$ cat src/rtl/reduce_pkg.sv
// Shared types and constants for the reduce_stream block.
//   state_t       - controller state encoding (IDLE, ACCUM, HOLD)
//   RES_*         - bit positions inside the six-bit result record
//   pack_res()    - builds the result record from the three packet reductions
package reduce_pkg;

    typedef enum logic [1:0] {
        IDLE  = 2'd0,
        ACCUM = 2'd1,
        HOLD  = 2'd2
    } state_t;

    localparam int RES_W    = 6;
    localparam int RES_AND  = 0;
    localparam int RES_NAND = 1;
    localparam int RES_OR   = 2;
    localparam int RES_NOR  = 3;
    localparam int RES_XOR  = 4;
    localparam int RES_XNOR = 5;

    function automatic logic [RES_W-1:0] pack_res(input logic a, input logic o, input logic x);
        logic [RES_W-1:0] r;
        r           = '0;
        r[RES_AND]  = a;
        r[RES_NAND] = ~a;
        r[RES_OR]   = o;
        r[RES_NOR]  = ~o;
        r[RES_XOR]  = x;
        r[RES_XNOR] = ~x;
        return r;
    endfunction

endpackage

$ cat src/rtl/reduce_beat.sv
// Combinational reducer for a single W-bit beat.
// Optional build macro: REDUCE_POPCOUNT_EN (adds the popcnt output).
//   data     in  W      beat data
//   red_and  out 1      AND of all bits
//   red_or   out 1      OR of all bits
//   red_xor  out 1      XOR of all bits
//   popcnt   out PCB_W  number of ones in the beat (REDUCE_POPCOUNT_EN only)
module reduce_beat #(
    parameter int W     = 4,
    parameter int PCB_W = $clog2(W + 1)
) (
    input  logic [W-1:0] data,
    output logic         red_and,
    output logic         red_or,
    output logic         red_xor
`ifdef REDUCE_POPCOUNT_EN
    ,
    output logic [PCB_W-1:0] popcnt
`endif
);

    assign red_and = &data;
    assign red_or  = |data;
    assign red_xor = ^data;

`ifdef REDUCE_POPCOUNT_EN
    assign popcnt = PCB_W'($countones(data));
`endif

endmodule

$ cat src/rtl/reduce_stream.sv
// Streaming packet reducer: accumulates AND/OR/XOR over every bit of every
// accepted beat and presents a registered result record once per packet.
// Optional build macro: REDUCE_POPCOUNT_EN (adds the packet popcount).
//   clk, rst             clock, synchronous active-high reset
//   in_valid/in_ready    input beat handshake; in_data, in_last beat payload
//   out_valid/out_ready  result handshake
//   out_res              {xnor, xor, nor, or, nand, and} over the whole packet
//   out_beats, out_ovf   saturating beat count and saturation flag
//   out_popcnt           total ones in packet (REDUCE_POPCOUNT_EN only)
//
// state | meaning
// IDLE  | no beat of the current packet seen yet
// ACCUM | mid-packet, accumulating
// HOLD  | result record valid, waiting for out_ready; input blocked
module reduce_stream
    import reduce_pkg::*;
#(
    parameter int W     = 4,
    parameter int CNT_W = 8,
    parameter int PC_W  = 16
) (
    input  logic             clk,
    input  logic             rst,
    input  logic             in_valid,
    output logic             in_ready,
    input  logic [W-1:0]     in_data,
    input  logic             in_last,
    output logic             out_valid,
    input  logic             out_ready,
    output logic [RES_W-1:0] out_res,
    output logic [CNT_W-1:0] out_beats,
    output logic             out_ovf
`ifdef REDUCE_POPCOUNT_EN
    ,
    output logic [PC_W-1:0]  out_popcnt
`endif
);

    localparam int PCB_W = $clog2(W + 1);

    if (W < 1) begin : g_bad_w
        $error("reduce_stream: W must be at least 1");
    end
    if (PC_W < PCB_W) begin : g_bad_pc_w
        $error("reduce_stream: PC_W too narrow for one beat");
    end

    state_t state, state_nxt;

    logic             acc_and, acc_or, acc_xor, acc_ovf;
    logic [CNT_W-1:0] cnt;
    logic             red_and, red_or, red_xor;
    logic             beat_acc;
    logic             and_nxt, or_nxt, xor_nxt, ovf_nxt;
    logic [CNT_W-1:0] cnt_nxt;

`ifdef REDUCE_POPCOUNT_EN
    logic [PCB_W-1:0] beat_pc;
    logic [PC_W-1:0]  acc_pc;
    logic [PC_W:0]    pc_sum;
    logic [PC_W-1:0]  pc_nxt;
`endif

    reduce_beat #(
        .W     (W),
        .PCB_W (PCB_W)
    ) u_beat (
        .data    (in_data),
        .red_and (red_and),
        .red_or  (red_or),
        .red_xor (red_xor)
`ifdef REDUCE_POPCOUNT_EN
        ,
        .popcnt  (beat_pc)
`endif
    );

    assign beat_acc = in_valid & in_ready;

    // Packet values including the current beat; these feed both the
    // accumulators and, on the last beat, the result registers.
    assign and_nxt = acc_and & red_and;
    assign or_nxt  = acc_or | red_or;
    assign xor_nxt = acc_xor ^ red_xor;
    assign cnt_nxt = (&cnt) ? cnt : cnt + CNT_W'(1);
    assign ovf_nxt = acc_ovf | (&cnt);

`ifdef REDUCE_POPCOUNT_EN
    assign pc_sum = {1'b0, acc_pc} + (PC_W + 1)'(beat_pc);
    assign pc_nxt = pc_sum[PC_W] ? '1 : pc_sum[PC_W-1:0];
`endif

    always_ff @(posedge clk) begin
        if (rst) begin
            state <= IDLE;
        end else begin
            state <= state_nxt;
        end
    end

    always_comb begin
        state_nxt = state;
        case (state)
            IDLE, ACCUM: begin
                if (beat_acc) begin
                    state_nxt = in_last ? HOLD : ACCUM;
                end
            end
            HOLD: begin
                if (out_ready) begin
                    state_nxt = IDLE;
                end
            end
            default: state_nxt = IDLE;
        endcase
    end

    always_comb begin
        in_ready  = 1'b0;
        out_valid = 1'b0;
        case (state)
            IDLE, ACCUM: in_ready  = 1'b1;
            HOLD:        out_valid = 1'b1;
            default:     ;
        endcase
    end

    always_ff @(posedge clk) begin
        if (rst) begin
            acc_and   <= 1'b1;
            acc_or    <= 1'b0;
            acc_xor   <= 1'b0;
            acc_ovf   <= 1'b0;
            cnt       <= '0;
            out_res   <= '0;
            out_beats <= '0;
            out_ovf   <= 1'b0;
`ifdef REDUCE_POPCOUNT_EN
            acc_pc     <= '0;
            out_popcnt <= '0;
`endif
        end else if (state == HOLD) begin
            // Result registers keep their values after release; only the
            // accumulators are cleared for the next packet.
            if (out_ready) begin
                acc_and <= 1'b1;
                acc_or  <= 1'b0;
                acc_xor <= 1'b0;
                acc_ovf <= 1'b0;
                cnt     <= '0;
`ifdef REDUCE_POPCOUNT_EN
                acc_pc  <= '0;
`endif
            end
        end else if (beat_acc) begin
            acc_and <= and_nxt;
            acc_or  <= or_nxt;
            acc_xor <= xor_nxt;
            acc_ovf <= ovf_nxt;
            cnt     <= cnt_nxt;
`ifdef REDUCE_POPCOUNT_EN
            acc_pc  <= pc_nxt;
`endif
            if (in_last) begin
                out_res   <= pack_res(and_nxt, or_nxt, xor_nxt);
                out_beats <= cnt_nxt;
                out_ovf   <= ovf_nxt;
`ifdef REDUCE_POPCOUNT_EN
                out_popcnt <= pc_nxt;
`endif
            end
        end
    end

endmodule

$ cat config.mk
export PLATFORM = sky130hd
export DESIGN_NAME = reduce_stream
export DESIGN_NICKNAME = d
export VERILOG_FILES = /design/src/rtl/reduce_pkg.sv /design/src/rtl/reduce_beat.sv /design/src/rtl/reduce_stream.sv
export SDC_FILE = /design/constraint.sdc
export NUM_CORES = 1
export LEC_CHECK = 0
export ABC_AREA = 1
export CAP_MARGIN = 20
export CORE_MARGIN = 2
export CORE_UTILIZATION = 50
export DETAILED_ROUTE_END_ITERATION = 12
export GPL_TIMING_DRIVEN = 0
export PLACE_DENSITY_LB_ADDON = 0.12
export SYNTH_ARGS = -nofsm -noshare
export SYNTH_HDL_FRONTEND = slang
export SYNTH_HIERARCHICAL = 1
export SYNTH_SLANG_ARGS = --single-unit
$ cat constraint.sdc
create_clock -name clk -period 1.6 [get_ports clk]
set_clock_uncertainty 0.1 [all_clocks]
set_input_delay 0.32 -clock clk [delete_from_list [all_inputs] [get_ports clk]]
set_output_delay 0.32 -clock clk [all_outputs]
set_load 0.05 [all_outputs]
==> results of run 1 <==
[cells in the mapped netlist (2+ instances only)]
library cell,instances
nand3_1,8
nor2_2,2
buf_2,2
clkinv_2,2
inv_1,29
ha_1,5
a21oi_1,15
o21ai_0,13
nor2_1,25
nand2_1,48
a21oi_2,2
nor2_4,3
dfxtp_1,29
nand2_2,6
nor3_1,2
[kinds of logic (layout without fill, tap and decap cells)]
family | after synthesis | after routing
simple gates | 98 | 98
flops | 29 | 29
xor+xnor | 1 | 1
fa+ha+maj | 5 | 5
buf+inv | 37 | 71
compound gates | 33 | 33
[layer usage]
layer  wire (microns)  share of wire
met1             1470           0.46
met2             1540           0.48
met3              139          0.043
met4               47          0.015
met5                0              0
[stage by stage]
step | instances | instance area, sq um | utilization | power (mW) | setup WS [ps]
after floorplan | 203 | 1450 | - | 1.02 | -9.43
final | 268 | 1780 | 0.651 | 1.54 | 93.2
after global routing | 268 | 1780 | 0.651 | 1.61 | 25.9
after detailed placement | 259 | 1740 | 0.637 | 1.13 | -456
after CTS | 267 | 1830 | 0.670 | 1.55 | 0.275
after global placement | 259 | 1740 | 0.637 | 1.13 | -399
[critical path, delay by kind of cell, from the launching register on]
family        cells  cell delay [ps]
flops             1              380
simple gates      1              110
buf+inv           2              260
[what timing repair did]
item,4_1_cts,5_1_grt
setup endpoints to repair,18,16
resized for setup,56,17
pin swaps,3,1
setup buffers,0,1
endpoints found under the hold margin,0,0
[state kept, by name, indices dropped and copies added (netlist names)]
register,count
out_beats,8
acc_or,1
acc_xor,1
state,2
out_res,6
acc_and,1
acc_ovf,1
cnt,8
out_ovf,1
[layout make-up]
class,count,share of cell area
buffer,5,0.0218
sequential,29,0.330
inverter,32,0.0710
tap,31,0.0218
clock buffer,8,0.0274
multi-input combinational,137,0.418
timing repair buffer,26,0.110
[worst min path at each step]
stage,start,end,slack [ps],cells past startpoint
after CTS,out_res[5]$_SDFFE_PP0P_,out_res[5]$_SDFFE_PP0P_,380,2
after detailed placement,out_res[5]$_SDFFE_PP0P_,out_res[5]$_SDFFE_PP0P_,360,2
after floorplan,acc_and$_SDFFE_PP1P_,acc_and$_SDFFE_PP1P_,350,2
after global routing,out_res[0]$_SDFFE_PP0P_,out_res[0]$_SDFFE_PP0P_,410,2
after global placement,out_res[2]$_SDFFE_PP0P_,out_res[2]$_SDFFE_PP0P_,360,2
final,out_res[5]$_SDFFE_PP0P_,out_res[5]$_SDFFE_PP0P_,370,2
[cell usage in the layout (no fill, tap or decap), types with 5 or more instances in the layout]
cell | Yosys | final
clkbuf_4 | 0 | 5
a21oi_1 | 15 | 14
nand2_2 | 6 | 9
clkbuf_2 | 0 | 12
inv_1 | 29 | 25
o21ai_0 | 13 | 13
dfxtp_1 | 29 | 26
nand3_1 | 8 | 8
nor2_1 | 25 | 25
nand2_1 | 48 | 45
[power breakdown]
group | switching [mW] | internal [mW] | leakage, nW
registers | 0.0255 | 0.760 | 0.239
clock network | 0.250 | 0.175 | 0.0265
logic | 0.220 | 0.111 | 0.573
total | 0.495 | 1.05 | 0.839
==> reports/qor.yml, run 1 <==
run_status:
  status: "complete, no violations"
synthesis:
  synthesis.nets: 217
  yosysTopAreaCell: "dfxtp_1"
  synth_edf_count: 0
  postSynthCellCount: 203
  ys_types: 27
  synthXorXnorAreaFrac: 0.00611
  ys_top_cells_by_area: "dfxtp_1, nand2_1, inv_1, nor2_1, a21oi_1"
  yosysSeqAreaShare: 0.405
  avgSynthCellArea_sq_um: 7.06
  ys_async_sr_fraction: 0
  syn_area_sq_um: 1430
  synth_top_family_by_area: "simple AND/OR/NAND/NOR gates"
  synth_top_area_share: 0.405
  synth_simple_gate_area_share: 0.308
  synth_fa_ha_area_frac: 0.0436
  synthFlopType: "dfxtp_1"
  synth_mux_area_frac: 0
  synth-seq-cells: 29
  synth_compound_area_frac: 0.125
  synth-warning-count: 6
critical_path:
  cp_max_fo: 3
  crit_end: "out_valid"
  start_kind: "flip-flop"
  slowest_stage: "dfxtp_4"
  crit_type: "reg -> out"
  required_ps: 1180
  rr_worst_depth: 9
  cpPeakStageDelay_ps: 380
  ff2ff_setup_slack_ps: 120
  cp.arrival_ps: 1090
  r2r_start: "cnt[0]$_SDFFE_PP0P_"
  path_cells: "clkinvlp_4, nor2_4, buf_8"
  critPathLaunch: "state[1]$_SDFFE_PP0P_"
  timing.rr.end: "out_ovf$_SDFFE_PP0P_"
  endpoint_kind: "output pin"
timing:
  tightest_slew_ps: 514
  rsz0062_at_grt: "no"
  fin_crit_ps: 1510
  finalCritPeriodShare: 0.942
  max_freq_mhz: 664
  setup_tns_ps: 0
  final-setup-viol-count: 0
  finalHoldViolations: 0
  max_slew_margin: 0.657
  fin_hold_ws_ps: 373
  finalMaxSlewViolations: 0
layout:
  fin_nets: 250
  seq_area_sq_um: 587
  drive_gt1_frac: 0.257
  nFillCells: 256
  multi_input_area_sq_um: 743
  syn_to_final_growth_pct: 24.1
  diodes: 0
drt:
  dr.pass1.iters: 4
  dr_total_vias: 1335
  vias_per_cell: 4.98
  wl_microns: 3200
  post-route-drc-count: 0
  ant_nets: 0
  drt_first_iter_violations: 29
  wire_per_inst_microns: 11.9
floorplanning:
  dieArea_sq_um: 3310
  die_h_microns: 57.6
  rows: 19
  core_area_sq_um: 2730
  floorplan.initialDensity: 0.524
  die_width_microns: 57.6
  num_io_pins: 26
global_route:
  grt_pass1_vias: 1281
  use_met3: 0.0680
  grt_max_degree: 11
  overflow: 0
  grt_use_met2: 0.356
  grtUsageTotal: 0.219
  use_met1: 0.268
  grt_antenna_before_repair: 0
  grt_pass1_wl_microns: 5500
  gr-max-usage-layer: "met2"
flow_run:
  maxCapViolCount: 0
place:
  portBuffers: 25
  routabilityCongestion: 0.840
  hpwlAfterDp_microns: 2300
hold_path:
  hp-class: "reg -> reg"
clock_tree:
  clock_latency_ps: 330
  clkTransAtPathRegs_ps: 90
  hold_buffers: 0
  cts_tree: "yes"
  cts_sinks: 29
  htree_num_levels: 2
  cts_buffer_depth: 2
  cts.root.buffer_cell: "clkbuf_4"
  cts_buffers: 5
power_and_ir_drop:
  powerDensity_nw_per_um2: 866
  p_leak_nw: 0.839
  ir_worst_vdd_mv: 0.599
Power figures use the tool's default switching activity.
==> run 2, diff against run 1 <==
--- a/config.mk
+++ b/config.mk
@@ -11,6 +11,7 @@
 export CORE_UTILIZATION = 50
 export DETAILED_ROUTE_END_ITERATION = 12
 export GPL_TIMING_DRIVEN = 0
+export MAX_ROUTING_LAYER = met4
 export PLACE_DENSITY_LB_ADDON = 0.12
 export SYNTH_ARGS = -nofsm -noshare
 export SYNTH_HDL_FRONTEND = slang
==> run 2 against run 1 <==
  * Clock-buffer cell count is the same
  * Core utilization did not move
  * Maximum frequency is 0.32% higher
  * Wire length is 0.44% lower
  * Combinational power about the same
  * First-iteration DRC count fell by 10%
==> reports/qor.yml, run 2 (synthesized netlist as in run 1, its figures left out) <==
critical_path:
  endpoint_kind: "output pin"  # unchanged
  crit_type: "reg -> out"  # unchanged
  critPathLaunch: "state[1]$_SDFFE_PP0P_"  # unchanged
  crit_family: "flip-flops"  # unchanged
  start_kind: "flip-flop"  # unchanged
  required_ps: 1180  # about the same
  cpPeakStageDelay_ps: 380  # about the same
  cp_max_fo: 3  # unchanged
  path_buf_inv: 2  # unchanged
  slowest_stage: "dfxtp_4"  # unchanged
  path_cells: "clkinvlp_4, nor2_4, buf_8"  # unchanged
  cp.arrival_ps: 1080  # was 1090 ps
  r2r_start: "cnt[0]$_SDFFE_PP0P_"  # unchanged
layout:
  syn_to_final_growth_pct: 24.1  # unchanged
  fin_cells: 268  # unchanged
  fin_nets: 250  # unchanged
  multi_input_area_sq_um: 743  # unchanged
  drive_gt1_frac: 0.257  # unchanged
  diodes: 0  # unchanged
  final_common_cell: "nand2_1"  # unchanged
  final_util: 0.651  # unchanged
  largestRegisters: "cnt (8), out_beats (8), out_res (6)"  # unchanged
  nFillCells: 256  # unchanged
  seq_area_sq_um: 587  # unchanged
  layout_common_cells: "nand2_1, dfxtp_1, inv_1, nor2_1, a21oi_1"  # unchanged
floorplanning:
  num_io_pins: 26  # unchanged
  core_area_sq_um: 2730  # unchanged
  rows: 19  # unchanged
  die_width_microns: 57.6  # unchanged
  die_h_microns: 57.6  # unchanged
  dieArea_sq_um: 3310  # unchanged
  floorplan.initialDensity: 0.524  # unchanged
timing:
  rsz0062_at_grt: "no"  # unchanged
  tightest_slew_ps: 515  # was 514 ps
  fin_crit_ps: 1500  # was 1510 ps
  setup_tns_ps: 0  # unchanged
  final-setup-viol-count: 0  # unchanged
  finalHoldViolations: 0  # unchanged
  max_freq_mhz: 666  # was 664 MHz
  max_slew_margin: 0.657  # about the same
  finalCritPeriodShare: 0.939  # was 0.942
  finalMaxSlewViolations: 0  # unchanged
power_and_ir_drop:
  powerDensity_nw_per_um2: 864  # was 866 nW/um^2
  ir_worst_vdd_mv: 0.599  # about the same
  p_leak_nw: 0.839  # unchanged
place:
  routabilityCongestion: 0.853  # was 0.840
  dpl.cell_count: 259  # unchanged
  hpwlAfterDp_microns: 2300  # unchanged
  portBuffers: 25  # unchanged
clock_tree:
  cts_tree: "yes"  # unchanged
  htree_num_levels: 2  # unchanged
  cts_sinks: 29  # unchanged
  cts.root.buffer_cell: "clkbuf_4"  # unchanged
  hold_buffers: 0  # unchanged
  clock_latency_ps: 320  # was 330 ps
  cts_buffer_depth: 2  # unchanged
  clkTransAtPathRegs_ps: 90  # about the same
  cts_buffers: 5  # unchanged
hold_path:
  worstHoldStart: "out_res[5]$_SDFFE_PP0P_"  # unchanged
  hp-class: "reg -> reg"  # unchanged
flow_run:
  maxCapViolCount: 0  # unchanged
run_status:
  status: "complete, no violations"  # unchanged
global_route:
  grt_pass1_wl_microns: 5510  # was 5500 microns
  grt_max_degree: 11  # unchanged
  grt_pass1_vias: 1281  # unchanged
  grt_antenna_before_repair: 0  # unchanged
  overflow: 0  # unchanged
  grtUsageTotal: 0.226  # was 0.219
drt:
  dr_total_vias: 1333  # was 1335
  wire_per_inst_microns: 11.9  # about the same
  vias_per_cell: 4.97  # was 4.98
  ant_nets: 0  # unchanged
  post-route-drc-count: 0  # unchanged
  drt_first_iter_violations: 26  # was 29
  dr.pass1.iters: 4  # unchanged
  wl_microns: 3190  # was 3200 microns
==> run 2: cell counts in the layout (fill, tap and decap cells not counted) <==
Identical to the previous run, type by type.
==> run 2: routing by layer <==
layer / wire [microns] / global-route usage / share of wire / up-vias
li1: - / - / - / 691
met1: 1480 / 0.271 / 0.46 / 613
met2: 1540 / 0.356 / 0.48 / 23
met3: 121 / 0.0658 / 0.038 / 6
met4: 48 / 0.0930 / 0.015 / 0
met5: 0 / - / 0 / -
==> run 2: cell type report <==
class,count,area share
sequential,29,0.330
buffer,5,0.0218
clock buffer,8,0.0274
multi-input combinational,137,0.418
tap,31,0.0218
timing repair buffer,26,0.110
inverter,32,0.0710
==> run 2: where the power goes <==
| part | switching [mW] | internal [mW] |
|---|---|---|
| Combinational | 0.220 | 0.111 |
| Sequential | 0.0254 | 0.760 |
| Clock | 0.247 | 0.175 |
==> run 2: stage by stage <==
step	power, mW	hold WS [ps]	cell area, sq um	setup slack [ps]
after detailed placement	1.13	364	1740	-456
final	1.54	373	1780	98.1
after CTS	1.55	378	1830	0.275
after global placement	1.13	356	1740	-399
after floorplan	1.02	347	1450	-9.43
after global routing	1.61	408	1780	22.5
==> run 2: worst reg2reg max path, cell delays in order (launching register included) <==
cell      delay [ps]
dfxtp_2          350
ha_1             220
nand2_2          120
nor2_4            50
nand2_4          120
clkinv_2          90
nor2_1           130
nand2_1           60
o211ai_1          80
inv_1             60
==> run 2: path summary, 6_finish.rpt <==
path                                                end  slack [ps]  cells after the start
worst max-delay path                          out_valid         100                      3
worst min-delay path            out_res[5]$_SDFFE_PP0P_         370                      2
worst max register to register     out_ovf$_SDFFE_PP0P_         120                      9
worst min register to register  out_res[5]$_SDFFE_PP0P_         370                      2
==> run 2: what timing repair did <==
item,4_1_cts,5_1_grt
setup buffers,0,1
gates resized for setup,56,17
cloned,0,0
pin swaps,3,1
setup endpoints to repair,18,16
